--- config.mk ---
export PLATFORM = sky130hd
export DESIGN_NAME = cla_pipe_addsub_flat
export DESIGN_NICKNAME = d
export VERILOG_FILES = /design/src/rtl/cla_pipe_addsub_if.sv /design/src/rtl/cla_pipe_addsub.sv /design/src/flat_wrapper.sv
export SDC_FILE = /design/constraint.sdc
export NUM_CORES = 1
export LEC_CHECK = 0
export CORE_ASPECT_RATIO = 0.9
export CORE_UTILIZATION = 44
export DETAILED_ROUTE_END_ITERATION = 10
export PLACE_DENSITY = 0.73
export SLEW_MARGIN = 15
export SYNTH_ARGS = -nofsm -noshare
export SYNTH_HDL_FRONTEND = slang
export SYNTH_SLANG_ARGS = --single-unit
export TNS_END_PERCENT = 50
--- constraint.sdc ---
create_clock -name clk -period 2.4 [get_ports clk]
set_clock_uncertainty 0.05 [all_clocks]
set_input_delay 0.48 -clock clk [delete_from_list [all_inputs] [get_ports clk]]
set_output_delay 0.48 -clock clk [all_outputs]
set_load 0.01 [all_outputs]
--- src/rtl/cla_pipe_addsub_if.sv ---
// Operand/result handshake bundle for cla_pipe_addsub.
// The sub lane exists only when CLA_SUB_EN is defined.
interface cla_pipe_addsub_if #(
  parameter int WIDTH = 16
);
  logic             in_valid;
  logic             in_ready;
  logic [WIDTH-1:0] a;
  logic [WIDTH-1:0] b;
  logic             cin;
`ifdef CLA_SUB_EN
  logic             sub;
`endif
  logic             out_valid;
  logic             out_ready;
  logic [WIDTH-1:0] sum;
  logic             carry_out;
  logic             ovf;

`ifdef CLA_SUB_EN
  modport master (
    output in_valid, a, b, cin, sub, out_ready,
    input  in_ready, out_valid, sum, carry_out, ovf
  );
  modport slave (
    input  in_valid, a, b, cin, sub, out_ready,
    output in_ready, out_valid, sum, carry_out, ovf
  );
`else
  modport master (
    output in_valid, a, b, cin, out_ready,
    input  in_ready, out_valid, sum, carry_out, ovf
  );
  modport slave (
    input  in_valid, a, b, cin, out_ready,
    output in_ready, out_valid, sum, carry_out, ovf
  );
`endif
endinterface

--- src/rtl/cla_pipe_addsub.sv ---
// Pipelined carry-look-ahead adder, STAGES slices with valid/ready.
// Define CLA_SUB_EN for per-beat subtract (sub lane on the bus).
module cla_pipe_addsub #(
  parameter int WIDTH  = 16,
  parameter int BLOCK  = 4,
  parameter int STAGES = 2
) (
  input logic           clk,
  input logic           rst_n,
  cla_pipe_addsub_if.slave bus
);
  localparam int SW = WIDTH / STAGES;
  localparam int NG = SW / BLOCK;

  if (STAGES < 1 || STAGES > WIDTH / BLOCK ||
      WIDTH % (STAGES * BLOCK) != 0) begin : g_bad
    $error("cla_pipe_addsub: bad WIDTH/BLOCK/STAGES");
  end

  // Returns {carry into slice MSB, slice carry out, slice sum}.
  function automatic logic [SW+1:0] cla(
    input logic [SW-1:0] x,
    input logic [SW-1:0] y,
    input logic          ci
  );
    logic [SW-1:0] g, p, c;
    logic [NG-1:0] gg, gp;
    logic [NG:0]   gc;
    logic          t;
    g = x & y;
    p = x ^ y;
    for (int j = 0; j < NG; j++) begin
      gp[j] = &p[j*BLOCK +: BLOCK];
      gg[j] = 1'b0;
      for (int i = 0; i < BLOCK; i++) begin
        t = g[j*BLOCK+i];
        for (int m = i + 1; m < BLOCK; m++)
          t = t & p[j*BLOCK+m];
        gg[j] = gg[j] | t;
      end
    end
    for (int j = 0; j <= NG; j++) begin
      t = ci;
      for (int m = 0; m < j; m++)
        t = t & gp[m];
      gc[j] = t;
      for (int i = 0; i < j; i++) begin
        t = gg[i];
        for (int m = i + 1; m < j; m++)
          t = t & gp[m];
        gc[j] = gc[j] | t;
      end
    end
    for (int j = 0; j < NG; j++) begin
      for (int i = 0; i < BLOCK; i++) begin
        t = gc[j];
        for (int m = 0; m < i; m++)
          t = t & p[j*BLOCK+m];
        c[j*BLOCK+i] = t;
        for (int l = 0; l < i; l++) begin
          t = g[j*BLOCK+l];
          for (int m = l + 1; m < i; m++)
            t = t & p[j*BLOCK+m];
          c[j*BLOCK+i] = c[j*BLOCK+i] | t;
        end
      end
    end
    return {c[SW-1], gc[NG], p ^ c};
  endfunction

  logic [WIDTH-1:0] b_eff;
  logic             c_eff;
  logic [STAGES:0]  adv;

`ifdef CLA_SUB_EN
  assign b_eff = bus.sub ? ~bus.b : bus.b;
  assign c_eff = bus.cin ^ bus.sub;
`else
  assign b_eff = bus.b;
  assign c_eff = bus.cin;
`endif

  assign adv[STAGES] = bus.out_ready;
  assign bus.in_ready = adv[0];

  for (genvar k = 0; k < STAGES; k++) begin : g_st
    localparam int RW = WIDTH - k * SW;
    logic [RW-1:0]    xa, xb;
    logic [WIDTH-1:0] sp, sum_d, sum_q;
    logic             xc, xv;
    logic             v_q, c_q;
    logic [SW+1:0]    r;

    if (k == 0) begin : g_in
      assign xa = bus.a;
      assign xb = b_eff;
      assign xc = c_eff;
      assign xv = bus.in_valid;
      assign sp = '0;
    end else begin : g_mid
      assign xa = g_st[k-1].g_fwd.na_q;
      assign xb = g_st[k-1].g_fwd.nb_q;
      assign xc = g_st[k-1].c_q;
      assign xv = g_st[k-1].v_q;
      assign sp = g_st[k-1].sum_q;
    end

    assign adv[k] = ~v_q | adv[k+1];
    assign r = cla(xa[SW-1:0], xb[SW-1:0], xc);

    // Merge this slice's sum into the lower bits riding along.
    always_comb begin
      sum_d = sp;
      sum_d[k*SW +: SW] = r[SW-1:0];
    end

    // Stage register; data only moves with a real beat.
    always_ff @(posedge clk) begin
      if (!rst_n) begin
        v_q   <= 1'b0;
        c_q   <= 1'b0;
        sum_q <= '0;
      end else if (adv[k]) begin
        v_q <= xv;
        if (xv) begin
          c_q   <= r[SW];
          sum_q <= sum_d;
        end
      end
    end

    if (k < STAGES - 1) begin : g_fwd
      logic [RW-SW-1:0] na_q, nb_q;
      // Forward the operand bits later slices still need.
      always_ff @(posedge clk) begin
        if (adv[k] && xv) begin
          na_q <= xa[RW-1:SW];
          nb_q <= xb[RW-1:SW];
        end
      end
    end

    if (k == STAGES - 1) begin : g_last
      logic cm_q;
      // Carry into the MSB, kept for signed overflow.
      always_ff @(posedge clk) begin
        if (!rst_n)
          cm_q <= 1'b0;
        else if (adv[k] && xv)
          cm_q <= r[SW+1];
      end
    end
  end

  assign bus.out_valid = g_st[STAGES-1].v_q;
  assign bus.sum       = g_st[STAGES-1].sum_q;
  assign bus.carry_out = g_st[STAGES-1].c_q;
  assign bus.ovf       = g_st[STAGES-1].g_last.cm_q ^
                         g_st[STAGES-1].c_q;
endmodule
--- src/flat_wrapper.sv ---
// flat-port wrapper written by rule: the top's interface ports become plain ports
module cla_pipe_addsub_flat 
#(
  parameter int WIDTH  = 16,
  parameter int BLOCK  = 4,
  parameter int STAGES = 2
)
  (clk, rst_n, bus_in_valid, bus_a, bus_b, bus_cin, bus_out_ready, bus_in_ready, bus_out_valid, bus_sum, bus_carry_out, bus_ovf);
  cla_pipe_addsub_if #(.WIDTH(WIDTH)) bus_i ();
  input logic clk;
  input logic rst_n;
  input wire logic [$bits(bus_i.in_valid)-1:0] bus_in_valid;
  input wire logic [$bits(bus_i.a)-1:0] bus_a;
  input wire logic [$bits(bus_i.b)-1:0] bus_b;
  input wire logic [$bits(bus_i.cin)-1:0] bus_cin;
  input wire logic [$bits(bus_i.out_ready)-1:0] bus_out_ready;
  output wire logic [$bits(bus_i.in_ready)-1:0] bus_in_ready;
  output wire logic [$bits(bus_i.out_valid)-1:0] bus_out_valid;
  output wire logic [$bits(bus_i.sum)-1:0] bus_sum;
  output wire logic [$bits(bus_i.carry_out)-1:0] bus_carry_out;
  output wire logic [$bits(bus_i.ovf)-1:0] bus_ovf;
  assign bus_i.in_valid = bus_in_valid;
  assign bus_i.a = bus_a;
  assign bus_i.b = bus_b;
  assign bus_i.cin = bus_cin;
  assign bus_i.out_ready = bus_out_ready;
  assign bus_in_ready = bus_i.in_ready;
  assign bus_out_valid = bus_i.out_valid;
  assign bus_sum = bus_i.sum;
  assign bus_carry_out = bus_i.carry_out;
  assign bus_ovf = bus_i.ovf;
  cla_pipe_addsub #(.WIDTH(WIDTH), .BLOCK(BLOCK), .STAGES(STAGES)) u_core (.clk(clk), .rst_n(rst_n), .bus(bus_i));
endmodule
==> results of run 1 <==
-- power groups by stage --
stage	sequential [W]	combinational, W	clock (W)
global placement	0.000888	0.000370	0
finish	0.000870	0.000387	0.000457
detailed placement	0.000888	0.000378	0
floorplan	0.000891	0.000201	0
CTS	0.000871	0.000380	0.000468
global route	0.000877	0.000431	0.000494
-- path summary, 6_finish.rpt --
| kind | to | slack, ns | cells after the start |
|---|---|---|---|
| max | u_core.bus.sum[13]$_SDFFE_PN0P_ | 0.13 | 9 |
| min | u_core.bus.sum[7]$_SDFFE_PN0P_ | 0.40 | 2 |
| max reg2reg | u_core.bus.sum[13]$_SDFFE_PN0P_ | 0.13 | 9 |
| min reg2reg | u_core.bus.sum[7]$_SDFFE_PN0P_ | 0.40 | 2 |
-- cell type report --
| class | count | area share (%) |
|---|---|---|
| Multi-Input combinational cell | 155 | 36.6 |
| Tap cell | 65 | 2.64 |
| Clock inverter | 2 | 0.325 |
| Sequential cell | 45 | 34.5 |
| Inverter | 5 | 0.610 |
| Clock buffer | 6 | 2.36 |
| Timing Repair Buffer | 74 | 23.0 |
-- worst min-delay path: cells and delay by family, from the launching register on --
family | cells | cell delay, ns
compound gates | 1 | 0.05
flops | 1 | 0.32
simple gates | 1 | 0.05
-- kinds of logic (layout without fill, tap and decap cells) --
family | Yosys count | count (layout)
compound gates | 51 | 51
xor+xnor | 9 | 9
fa+ha+maj | 24 | 24
buf+inv | 13 | 87
flops | 45 | 45
simple gates | 71 | 71
-- metrics by stage --
step	power [W]	hold WS (ns)	worst slack (ns)	instance area [µm²]	instances
global route	0.00180	0.426	-0.0171	3080	352
CTS	0.00172	0.406	0.00443	3060	351
detailed placement	0.00127	0.394	-0.313	2970	343
global placement	0.00126	0.391	-0.271	2970	343
floorplan	0.00109	0.381	0.0987	2240	213
finish	0.00171	0.404	0.126	3080	352
-- placed cells by master, fill, tap and decap left out, drive strengths merged, types with 2 or more instances in the layout --
| cell | synthesis | routed |
|---|---|---|
| fa | 4 | 4 |
| nand4 | 3 | 3 |
| ha | 20 | 20 |
| a21o | 3 | 3 |
| inv | 5 | 5 |
| nand3 | 10 | 10 |
| o211a | 6 | 6 |
| nand2 | 39 | 39 |
| o311ai | 3 | 3 |
| nand4b | 3 | 3 |
| a21boi | 14 | 14 |
| xor2 | 2 | 2 |
| clkdlybuf4s50 | 0 | 56 |
| clkbuf | 2 | 6 |
| xnor2 | 7 | 7 |
| dfxtp | 29 | 29 |
| a21oi | 7 | 7 |
| edfxtp | 16 | 16 |
| o21a | 3 | 3 |
| nor2 | 7 | 7 |
| buf | 6 | 18 |
| clkinv | 0 | 2 |
| o21ai | 11 | 11 |
| nand2b | 4 | 4 |
-- per-layer routing --
metal | vias up | GRT usage [%] | share of wire, %
li1 | 911 | - | -
met1 | 836 | 22.7 | 46
met2 | 33 | 29.3 | 48
met3 | 8 | 4.21 | 3.6
met4 | 0 | 7.55 | 1.7
met5 | - | 0 | 0
-- sequential cells by signal, indices dropped and copies added (netlist names) --
register,cells
u_core.g_st.g_fwd.nb_q,8
u_core.bus.carry_out,1
u_core.g_st.v_q,1
u_core.g_st.g_last.cm_q,1
u_core.bus.out_valid,1
u_core.bus.sum,16
u_core.g_st.c_q,1
u_core.g_st.g_fwd.na_q,8
u_core.g_st.sum_q,8
-- timing repair --
item,4_1_cts,5_1_grt
hold buffers,0,0
endpoints found under the setup margin,1,4
setup buffers,0,1
pin swaps,0,1
resized for setup,1,5
==> results.json, run 1 <==
{
  "grt_max_degree": 26,
  "tightest_slew_ns": 0.328,
  "io_pins": 57,
  "cts_root_buf": "clkbuf_8",
  "comb_power_share_pct": 22.6,
  "synth_top_family_by_area": "compound AO/OA/AOI/OAI gates",
  "utilization_pct": 63.3,
  "start_util_pct": 46.1,
  "crit_family": "adder cells",
  "syn-instance-count": 213,
  "power.density_mw_per_mm2": 557,
  "die_area_mm2": 0.00539,
  "synthSimpleGateAreaFrac_pct": 14.9,
  "timing.critical_path.fanout_max": 2,
  "max_freq_mhz": 440,
  "cp.required_ns": 2.54,
  "critPathArrivalTime_ns": 2.42,
  "synth_edf_count": 16,
  "startpoint_type": "flip-flop",
  "yosysTopAreaCell": "dfxtp_1",
  "timing.slew.headroom_pct": 78.1,
  "crit_start": "u_core.g_st[0].g_fwd.nb_q[0]$_DFFE_PP_",
  "wl_per_cell_um": 12.7,
  "max-cap-violations": 0,
  "seq_area_frac_synth_pct": 47.3,
  "p_clk_share_pct": 26.6,
  "grt_pass1_wl_mm": 7.56,
  "ys_warn_count": 0,
  "multiInputGateArea_mm2": 0.00113,
  "synth_ff_type": "dfxtp_1",
  "critPathKind": "flip-flop to flip-flop",
  "fillers": 432,
  "portBuffers": 56,
  "synth_cell_types": 38,
  "setup-tns-final_ns": 0,
  "synth_area_leaders": "dfxtp_1 (26%), edfxtp_1 (21%), ha_1 (11%), nand2_1 (6.4%), a21boi_1 (4.0%)",
  "end_kind": "flip-flop",
  "routabilityCongestion": 0.806,
  "slew_viol_final": 0,
  "yosys.area_share.xor_xnor_pct": 3.51,
  "timing.rr.start": "u_core.g_st[0].g_fwd.nb_q[0]$_DFFE_PP_",
  "async_flop_share_pct": 0,
  "p_int_w": 0.00126,
  "crit_slowest_cell": "fa_1",
  "synth_area_per_cell_um2": 10.5,
  "grt_usage_pct": 17.9,
  "antenna_found_initial": 0,
  "hp-class": "flip-flop to flip-flop",
  "nets": 347,
  "critPathMaxStageDelay_ns": 0.42,
  "htree_levels": 2,
  "first_iter_violations": 95,
  "ir_drop_mv": 0.359,
  "grt_overflow": 0,
  "syn-cell-area_mm2": 0.00224,
  "die_h_um": 69.8,
  "fin_crit_sh_pct": 94.7,
  "crit_buf_inv": 1,
  "synthTopCellsByCount": "nand2_1 (38), dfxtp_1 (29), ha_1 (20)",
  "min_from": "u_core.g_st[0].sum_q[7]$_SDFFE_PN0P_",
  "switchingPower_w": 0.000454,
  "worst_skew_pair.late_latency_ns": 0.30,
  "post-synth-top-area-fraction_pct": 25.9,
  "power_frac_seq_pct": 50.8,
  "cts_tree": "yes",
  "wirelength_mm": 4.48,
  "grt_pass1_vias": 1753,
  "ant_nets": 0,
  "cts_inserted_buffers": 5,
  "hpwlAfterDp_mm": 3.35,
  "n_antenna_cell": 0,
  "drtPass1Iterations": 4,
  "area_growth_pct": 37.2,
  "muxShareOfSynthArea_pct": 0,
  "hold_viol_final": 0,
  "ys_ff_latch": 45,
  "path_cells": "ha_1, a21o_1, a21oi_2, o21ai_2, buf_4, fa_1, xnor2_1, nand2_1, o211a_1",
  "fp-row-count": 24,
  "status": "complete, no violations",
  "setup_violations": 0,
  "drive_above_1_share_pct": 11.8,
  "synthAdderAreaFrac_pct": 14.7,
  "cts.sinks": 45,
  "synth-compound-area-share_pct": 16.4,
  "clockBufferDepth": 2,
  "vias": 1788,
  "p_leak_nw": 1.26,
  "die_w_um": 77.3,
  "via_per_inst": 5.08,
  "p_sw_share_pct": 26.5,
  "regArea_mm2": 0.00106,
  "syn_nets": 274,
  "synth_most_common_cell": "nand2_1",
  "core_area_mm2": 0.00486,
  "fin_crit_ns": 2.27,
  "drc": 0,
  "path_clk_slew_ns": 0.08
}
Power figures use the tool's default switching activity.
==> inputs of run 2 (changes only) <==
--- a/config.mk
+++ b/config.mk
@@ -5,6 +5,7 @@
 export SDC_FILE = /design/constraint.sdc
 export NUM_CORES = 1
 export LEC_CHECK = 0
+export ABC_AREA = 0
 export CORE_ASPECT_RATIO = 0.9
 export CORE_UTILIZATION = 44
 export DETAILED_ROUTE_END_ITERATION = 10
==> results of run 2 <==
Same layout as run 1: the final DEF is identical, and so are final timing and power.
